File: config.mk
export PLATFORM = sky130hd
export DESIGN_NAME = summ_norm_acc
export DESIGN_NICKNAME = d
export VERILOG_FILES = /design/src/rtl/summ_norm_acc.sv
export SDC_FILE = /design/constraint.sdc
export NUM_CORES = 1
export LEC_CHECK = 0
export ABC_CLOCK_PERIOD_IN_PS = 3400
export CORE_MARGIN = 5
export CORE_UTILIZATION = 45
export CTS_CLUSTER_SIZE = 28
export DETAILED_ROUTE_END_ITERATION = 8
export HOLD_SLACK_MARGIN = 0.08
export PLACE_DENSITY = 0.69
export SYNTH_ARGS = -nofsm -noshare
export SYNTH_HDL_FRONTEND = slang
export SYNTH_SLANG_ARGS = --single-unit
File: constraint.sdc
create_clock -name iClk -period 3.4 [get_ports iClk]
set_input_delay 0.85 -clock iClk [delete_from_list [all_inputs] [get_ports iClk]]
set_output_delay 0.85 -clock iClk [all_outputs]
set_load 0.02 [all_outputs]
File: src/rtl/summ_norm_acc.sv
// summ_norm_acc: sums LENGTH sign-magnitude terms per frame and emits a normalised result with guard bits.
// Optional macro SUMM_NORM_ACC_SAT_EN clamps the magnitude on overflow instead of wrapping.
module summ_norm_acc #(
  parameter int DEMENTION = 8,
  parameter int GUARD     = 4,
  parameter int LENGTH    = 16
) (
  input  logic                       iClk,
  input  logic                       iRst,
  input  logic                       iClear,
  input  logic [DEMENTION-1:0]       iData,
  input  logic                       iValid,
  output logic                       oReady,
  output logic [DEMENTION-1+GUARD:0] oResult,
  output logic                       oValid,
  input  logic                       iReady,
  output logic                       oOverflow
);

  localparam int M  = DEMENTION - 1 + GUARD;
  localparam int CW = (LENGTH > 1) ? $clog2(LENGTH) : 1;

  typedef enum logic {ACC, OUT} state_t;

  state_t         r_state;
  logic [M-1:0]   r_accMag;
  logic           r_accSign;
  logic [CW-1:0]  r_count;
  logic           r_sticky;
  logic [M:0]     r_result;
  logic           r_valid;
  logic           r_overflow;

  logic [M-1:0]   w_termMag;
  logic           w_termSign;
  logic [M:0]     w_sameSum;
  logic [M-1:0]   w_nextMag;
  logic           w_nextSign;
  logic           w_carry;
  logic           w_lastTerm;

  // A zero-magnitude input is always treated as +0, whatever its sign bit says.
  always_comb begin
    w_termMag                  = '0;
    w_termMag[DEMENTION-2:0]   = iData[DEMENTION-2:0];
    w_termSign                 = iData[DEMENTION-1] & (|iData[DEMENTION-2:0]);
  end

  assign w_sameSum = {1'b0, r_accMag} + {1'b0, w_termMag};

  always_comb begin
    w_carry    = 1'b0;
    w_nextMag  = '0;
    w_nextSign = 1'b0;
    if (r_accSign == w_termSign) begin
      w_carry    = w_sameSum[M];
      w_nextSign = r_accSign;
`ifdef SUMM_NORM_ACC_SAT_EN
      w_nextMag  = w_sameSum[M] ? {M{1'b1}} : w_sameSum[M-1:0];
`else
      w_nextMag  = w_sameSum[M-1:0];
`endif
    end else if (r_accMag >= w_termMag) begin
      w_nextMag  = r_accMag - w_termMag;
      w_nextSign = r_accSign;
    end else begin
      w_nextMag  = w_termMag - r_accMag;
      w_nextSign = w_termSign;
    end
    if (w_nextMag == '0) begin
      w_nextSign = 1'b0;
    end
  end

  assign w_lastTerm = (r_count == CW'(LENGTH - 1));

  // Priority is reset, then clear, then the normal accept/handshake flow.
  always_ff @(posedge iClk) begin
    if (iRst) begin
      r_state    <= ACC;
      r_accMag   <= '0;
      r_accSign  <= 1'b0;
      r_count    <= '0;
      r_sticky   <= 1'b0;
      r_result   <= '0;
      r_valid    <= 1'b0;
      r_overflow <= 1'b0;
    end else if (iClear) begin
      r_state    <= ACC;
      r_accMag   <= '0;
      r_accSign  <= 1'b0;
      r_count    <= '0;
      r_sticky   <= 1'b0;
      r_valid    <= 1'b0;
      r_overflow <= 1'b0;
    end else begin
      case (r_state)
        ACC: begin
          if (iValid) begin
            if (w_lastTerm) begin
              r_result   <= {w_nextSign, w_nextMag};
              r_overflow <= r_sticky | w_carry;
              r_valid    <= 1'b1;
              r_state    <= OUT;
              r_accMag   <= '0;
              r_accSign  <= 1'b0;
              r_count    <= '0;
              r_sticky   <= 1'b0;
            end else begin
              r_accMag   <= w_nextMag;
              r_accSign  <= w_nextSign;
              r_count    <= r_count + CW'(1);
              r_sticky   <= r_sticky | w_carry;
            end
          end
        end
        OUT: begin
          if (iReady) begin
            r_state    <= ACC;
            r_valid    <= 1'b0;
            r_overflow <= 1'b0;
          end
        end
        default: r_state <= ACC;
      endcase
    end
  end

  assign oReady    = (r_state == ACC) && !iRst;
  assign oResult   = r_result;
  assign oValid    = r_valid;
  assign oOverflow = r_overflow;

endmodule
# --- Word level (Yosys, flattened, before mapping) ---
# Index checks and enable logic that the tools add are counted.
# Widths: inputs -> output; s select.
totals:
  ff_bits: 32
  in_bits: 13
  out_inout_bits: 15
  word_cells: 51
classes:
  n_addsub: 4
  magnitude_cmp: 1
  n_eq_ne: 5
  mux: 21
  n_bitwise: 4
  reduce_logical: 8
ops:
  columns: ["op", "count"]
  rows:
  - ["$mux 11", 3]
  - ["$mux 1", 14]
  - ["$add 11x7->12", 1]
  - ["$ge 11x7->1", 1]
  - ["$logic_not 11->1", 1]
  - ["$sub 11x7->11", 1]
  - ["$sub 7x11->11", 1]
  - ["$reduce_or 7->1", 1]
  - ["$ne 2x2->1 const B", 3]
  - ["$pmux 1 s2", 3]
  - ["$add 4x1->4 const B", 1]
  - ["$eq 4x4->1 const B", 1]
  - ["$mux 4", 1]
  - ["$reduce_and 4->1", 1]
  - ["$reduce_and 3->1", 1]
  - ["$not 1->1", 2]
  - ["$reduce_and 2->1", 1]
  - ["$reduce_or 2->1", 1]
  - ["$and 1x1->1", 1]
  - ["$eq 1x1->1", 1]
  - ["$logic_and 1x1->1", 1]
  - ["$logic_not 1->1", 1]
  - ["$or 1x1->1", 1]

# --- Longest topological paths before layout ---
logic_depth:
  ltp_word: 8
  depth_mapped: 13
  mapped_depth_nobuf: 13

# --- Worst setup path after synthesis ---
# No wires, ideal clock.
synth_path:
  kind: "in2reg"
  from: "input iData[2]"
  to: "register r_result[11], in the netlist oResult[11]"
  setup_ps: 130
  arrival_ps: 3447
  required_time_ps: 3270
  slack_ps: -177
  path_stages: 9
  path_buffers: 0
  cell_sequence: "or4_4 -> o41ai_4 -> xor2_4 -> nor4_1 -> a211oi_2 -> xnor2_1 -> or4_1 -> nor4_2 -> o41ai_1"
synth_between:
  elab_chain_cells: 6
  word_cells_on_any_way: 13
  cone_classes: "3 x add/sub; 1 x order compare; 1 x eq/ne; 5 x mux; 1 x bitwise; 2 x reduce/logical"
synth_rtl:
  columns: ["item", "line", "source"]
  rows:
  - ["start: declaration", "11", "input logic [DEMENTION-1:0] iData,"]
  - ["branches (longest 5 deep; another with $sub 7x11->11)", null, null]
  - ["$mux 1 *", "70", "if (w_nextMag == '0) begin"]
  - ["end signal: assignment", "101", "r_result <= {w_nextSign, w_nextMag};"]
  - ["end: declaration", "30", "logic [M:0] r_result;"]
# Every way passes the cells marked *.
# A chain may end at the register's enable or synchronous reset.

# --- Final worst setup path ---
layout_path:
  from: "input iData[4]"
  to: "register r_accSign"
layout_between:
  elab_chain_cells: 7
  word_cells_on_any_way: 14
  cone_classes: "3 x add/sub; 1 x order compare; 1 x eq/ne; 6 x mux; 1 x bitwise; 2 x reduce/logical"
layout_rtl:
  columns: ["item", "line", "source"]
  rows:
  - ["branches (longest 5 deep; another with $sub 7x11->11)", null, null]
  - ["$mux 1 *", "70", null]
  - ["$mux 1 *", "100", "if (w_lastTerm) begin"]
  - ["end signal: assignment", "111", "r_accSign <= w_nextSign;"]
  - ["end: declaration", "27", "logic r_accSign;"]
# Marks and branches as above.

==> results.toml <==
[detailed_routing]
route.detailed.wl_per_inst_um = 16.7
dr.first_iter.drc_count = 229
post_detailed_route_drc_marker_count = 0
total_wire_length_after_detailed_routing_um = 7890
detail-route-antenna-nets = 0
routed_vias_inst = 5.71
route.vias.total = 2702
number_of_detailed_route_iterations_in_the_first_pass = 5

[logic_synthesis]
syn_area_um2 = 2430
yosys_warnings = 0
synth_flop_type = "dfxtp_1"
postSynthNetCount = 346
synth_enable_flop_cells = 0
netlist-cell-type-count = 52
asyncSetResetFlopFracSynth = 0
syn_area_per_cell_um2 = 7.88
synth.ff_latch_count = 32
synth_top_area_frac = 0.264
register_area_share_after_synthesis = 0.264
synthDominantAreaCellType = "dfxtp_1"
synthesis.instances = 308
synthTopCellsByArea = "dfxtp_1 (26%), ha_1 (11%), nand2_1 (5.4%), a21oi_1 (5.2%), nor2_1 (5.0%)"

[cells_and_area]
flow.area_growth_from_synthesis_pct = 51.7
post-route-util = 0.712
layout.nets = 440
finalInstanceArea_um2 = 3680
layout_cell_share_with_drive_strength_beyond_1 = 0.315
antenna_cells_inserted = 0
instances_no_fill = 473

[run_status]
violated_checks = "negative setup slack"
status = "finished, violations left"

[timing]
maxClockFrequency_ghz = 0.281
slew_at_the_pin_with_the_worst_max_slew_slack_ns = 0.510
timing.final.crit_period_ns = 3.56
rsz0062_at_grt = "yes"
clock_skew_ns = 0.00820
finalCritPeriodShare = 1.05
headroom_to_the_max_slew_limit = 0.660
finalWorstSetupSlack_ns = -0.156
final_setup_violations = 2
slew_viols_final = 0
finalSetupTns_ns = -0.304
timing.final.hold_violations = 0

[cts]
cts.clk_slew.worst_paths_ns = 0.07
htree_num_levels = 2
clock_tree_from_tritoncts = "yes"
clock_latency_ns = 0.28
cts_made_buffers = 5
cts.sinks = 32
ctsHoldBuffers = 0
clock_tree.buffer_depth = 2
cts_root_buffer = "clkbuf_8"

[worst_setup_path]
timing.critical_path.arrival_ns = 3.72
critical_path_required_ns = 3.56
cp-startpoint = "iData[4]"
timing.critical_path.fanout_max = 4
cp-start-kind = "primary input"
kind_of_critical_path = "in2reg"
setup.worst_path.end_class = "flip-flop"
reg2reg_from = "r_accMag[0]$_SDFFE_PP0P_"

[power_and_ir_drop]
internal-power_w = 0.000851
power.density_cell_area_nw_per_um2 = 350
p_sw_w = 0.000437
p_total_w = 0.00129
seq_power_share = 0.310
power.clock.fraction = 0.232
comb_power_share = 0.458
p_leak_nw = 1.56
vdd.ir_drop.worst_mv = 0.343
netSwitchingFraction = 0.339

[worst_hold_path]
hp-class = "reg2reg"
timing.hold.worst.start = "oResult[10]$_SDFFE_PP0P_"

[placement]
numPlacedInstances = 452
io_buffers = 27
post_dp_cell_area_um2 = 3230
gpl.final_weighted_congestion = 0.879
half_perimeter_wire_length_after_placement_um = 5810

[die]
fp-row-count = 26
initial_utilization = 0.469
die_height_um = 83.4
fp.coreArea_um2 = 5170
die_wd_um = 83.4
dieArea_um2 = 6960
num_io_pins = 28

[flow_run]
maxCapViolCount = 0

[grt]
number_of_global_route_vias_before_repair = 2708
antenna_found_initial = 0
grt_max_degree = 19
grt_remaining_overflow = 0
grt_pass1_wl_um = 12900
track_usage = 0.225
## repair_timing
action	CTS	global route
buffers inserted	6	7
endpoints found under the setup margin	5	7
pin swaps	17	19
gates resized for setup	35	25
cloned	0	0
## cells in the mapped netlist, drive strengths merged, types with 6 or more instances
master and count:
nand2 35, dfxtp 32, nor2 32, a21oi 25
inv 23, ha 22, clkbuf 13, a22oi 10
nand3 10, xnor2 8, o21ai 7, a211oi 6
## logic make-up after synthesis
group,after synthesis,synth area share
buf+inv,40,0.0640
xor+xnor,13,0.0547
simple gates,115,0.232
fa+ha+maj,25,0.138
compound gates,83,0.248
flops,32,0.264
## final cells by class
cell class / count / area (um^2)
multi-input combinational: 236 / 1910
timing repair buffer: 104 / 867
sequential: 32 / 641
clock buffer: 8 / 90.1
fill: 409 / 1490
inverter: 23 / 86.3
tap: 70 / 87.6
## metrics by stage
stage                     hold slack (ns)  worst slack, ns
after floorplan                     0.437          -0.0440
after global placement              0.444           -0.723
after detailed placement            0.447           -0.825
after CTS                           0.456           -0.364
after global routing                0.472           -0.275
final                               0.452           -0.156
## state kept, by name, indices dropped and copies added (netlist names)
name / cells
oOverflow: 1
r_sticky: 1
r_accMag: 11
oResult: 12
r_state: 1
r_accSign: 1
oValid: 1
r_count: 4
## final timing paths
check,endpoint,slack [ns],cells past startpoint
max,r_accSign$_SDFFE_PP0P_,-0.16,13
min,oResult[10]$_SDFFE_PP0P_,0.45,2
max reg2reg,r_accSign$_SDFFE_PP0P_,0.15,13
min reg2reg,oResult[10]$_SDFFE_PP0P_,0.45,2
## critical path, cell delays in order
cell and delay [ns]:
buf_6 0.10, buf_6 0.10, or4_4 0.52, o41ai_4 0.26
buf_4 0.20, xor2_4 0.25, buf_6 0.14, nand3b_1 0.07
o311a_1 0.17, xnor2_2 0.15, or4_4 0.55, nor4_4 0.26
o41ai_1 0.10
## layout by cell type, fill, tap and decap left out, drive strengths merged, types with 2 or more instances in the layout
cell,n
a21oi,25
xor2,5
nand2b,5
buf,79
o21ai,7
a211oi,6
a21o,3
nor3,5
o311ai,3
nand3b,2
o311a,4
or2,2
nand2,35
a22oi,10
nand3,10
a31oi,4
o21bai,2
or4,3
a21boi,2
and3,3
ha,22
o41ai,4
o22ai,3
dlymetal6s2s,2
nand4,3
nor2,32
xnor2,8
clkdlybuf4s50,20
and2,2
nor4,5
clkbuf,9
dfxtp,32
o31a,2
nor2b,4
o32ai,3
a221oi,2
inv,23
fa,3
## power by group through the flow
stage,clock network [W],registers [W],logic (W)
after CTS,0.000299,0.000398,0.000516
after detailed placement,0,0.000405,0.000476
after global placement,0,0.000405,0.000472
after global routing,0.000319,0.000400,0.000636
after floorplan,0,0.000400,0.000261
final,0.000299,0.000399,0.000590
## layer usage
| layer | vias up | wire [um] | track usage |
|---|---|---|---|
| met5 | - | 0 | 0 |
| met3 | 20 | 372 | 0.0446 |
| met2 | 79 | 3990 | 0.391 |
| li1 | 1288 | - | - |
| met4 | 0 | 133 | 0.0526 |
| met1 | 1315 | 3400 | 0.286 |
Power figures use the tool's default switching activity.
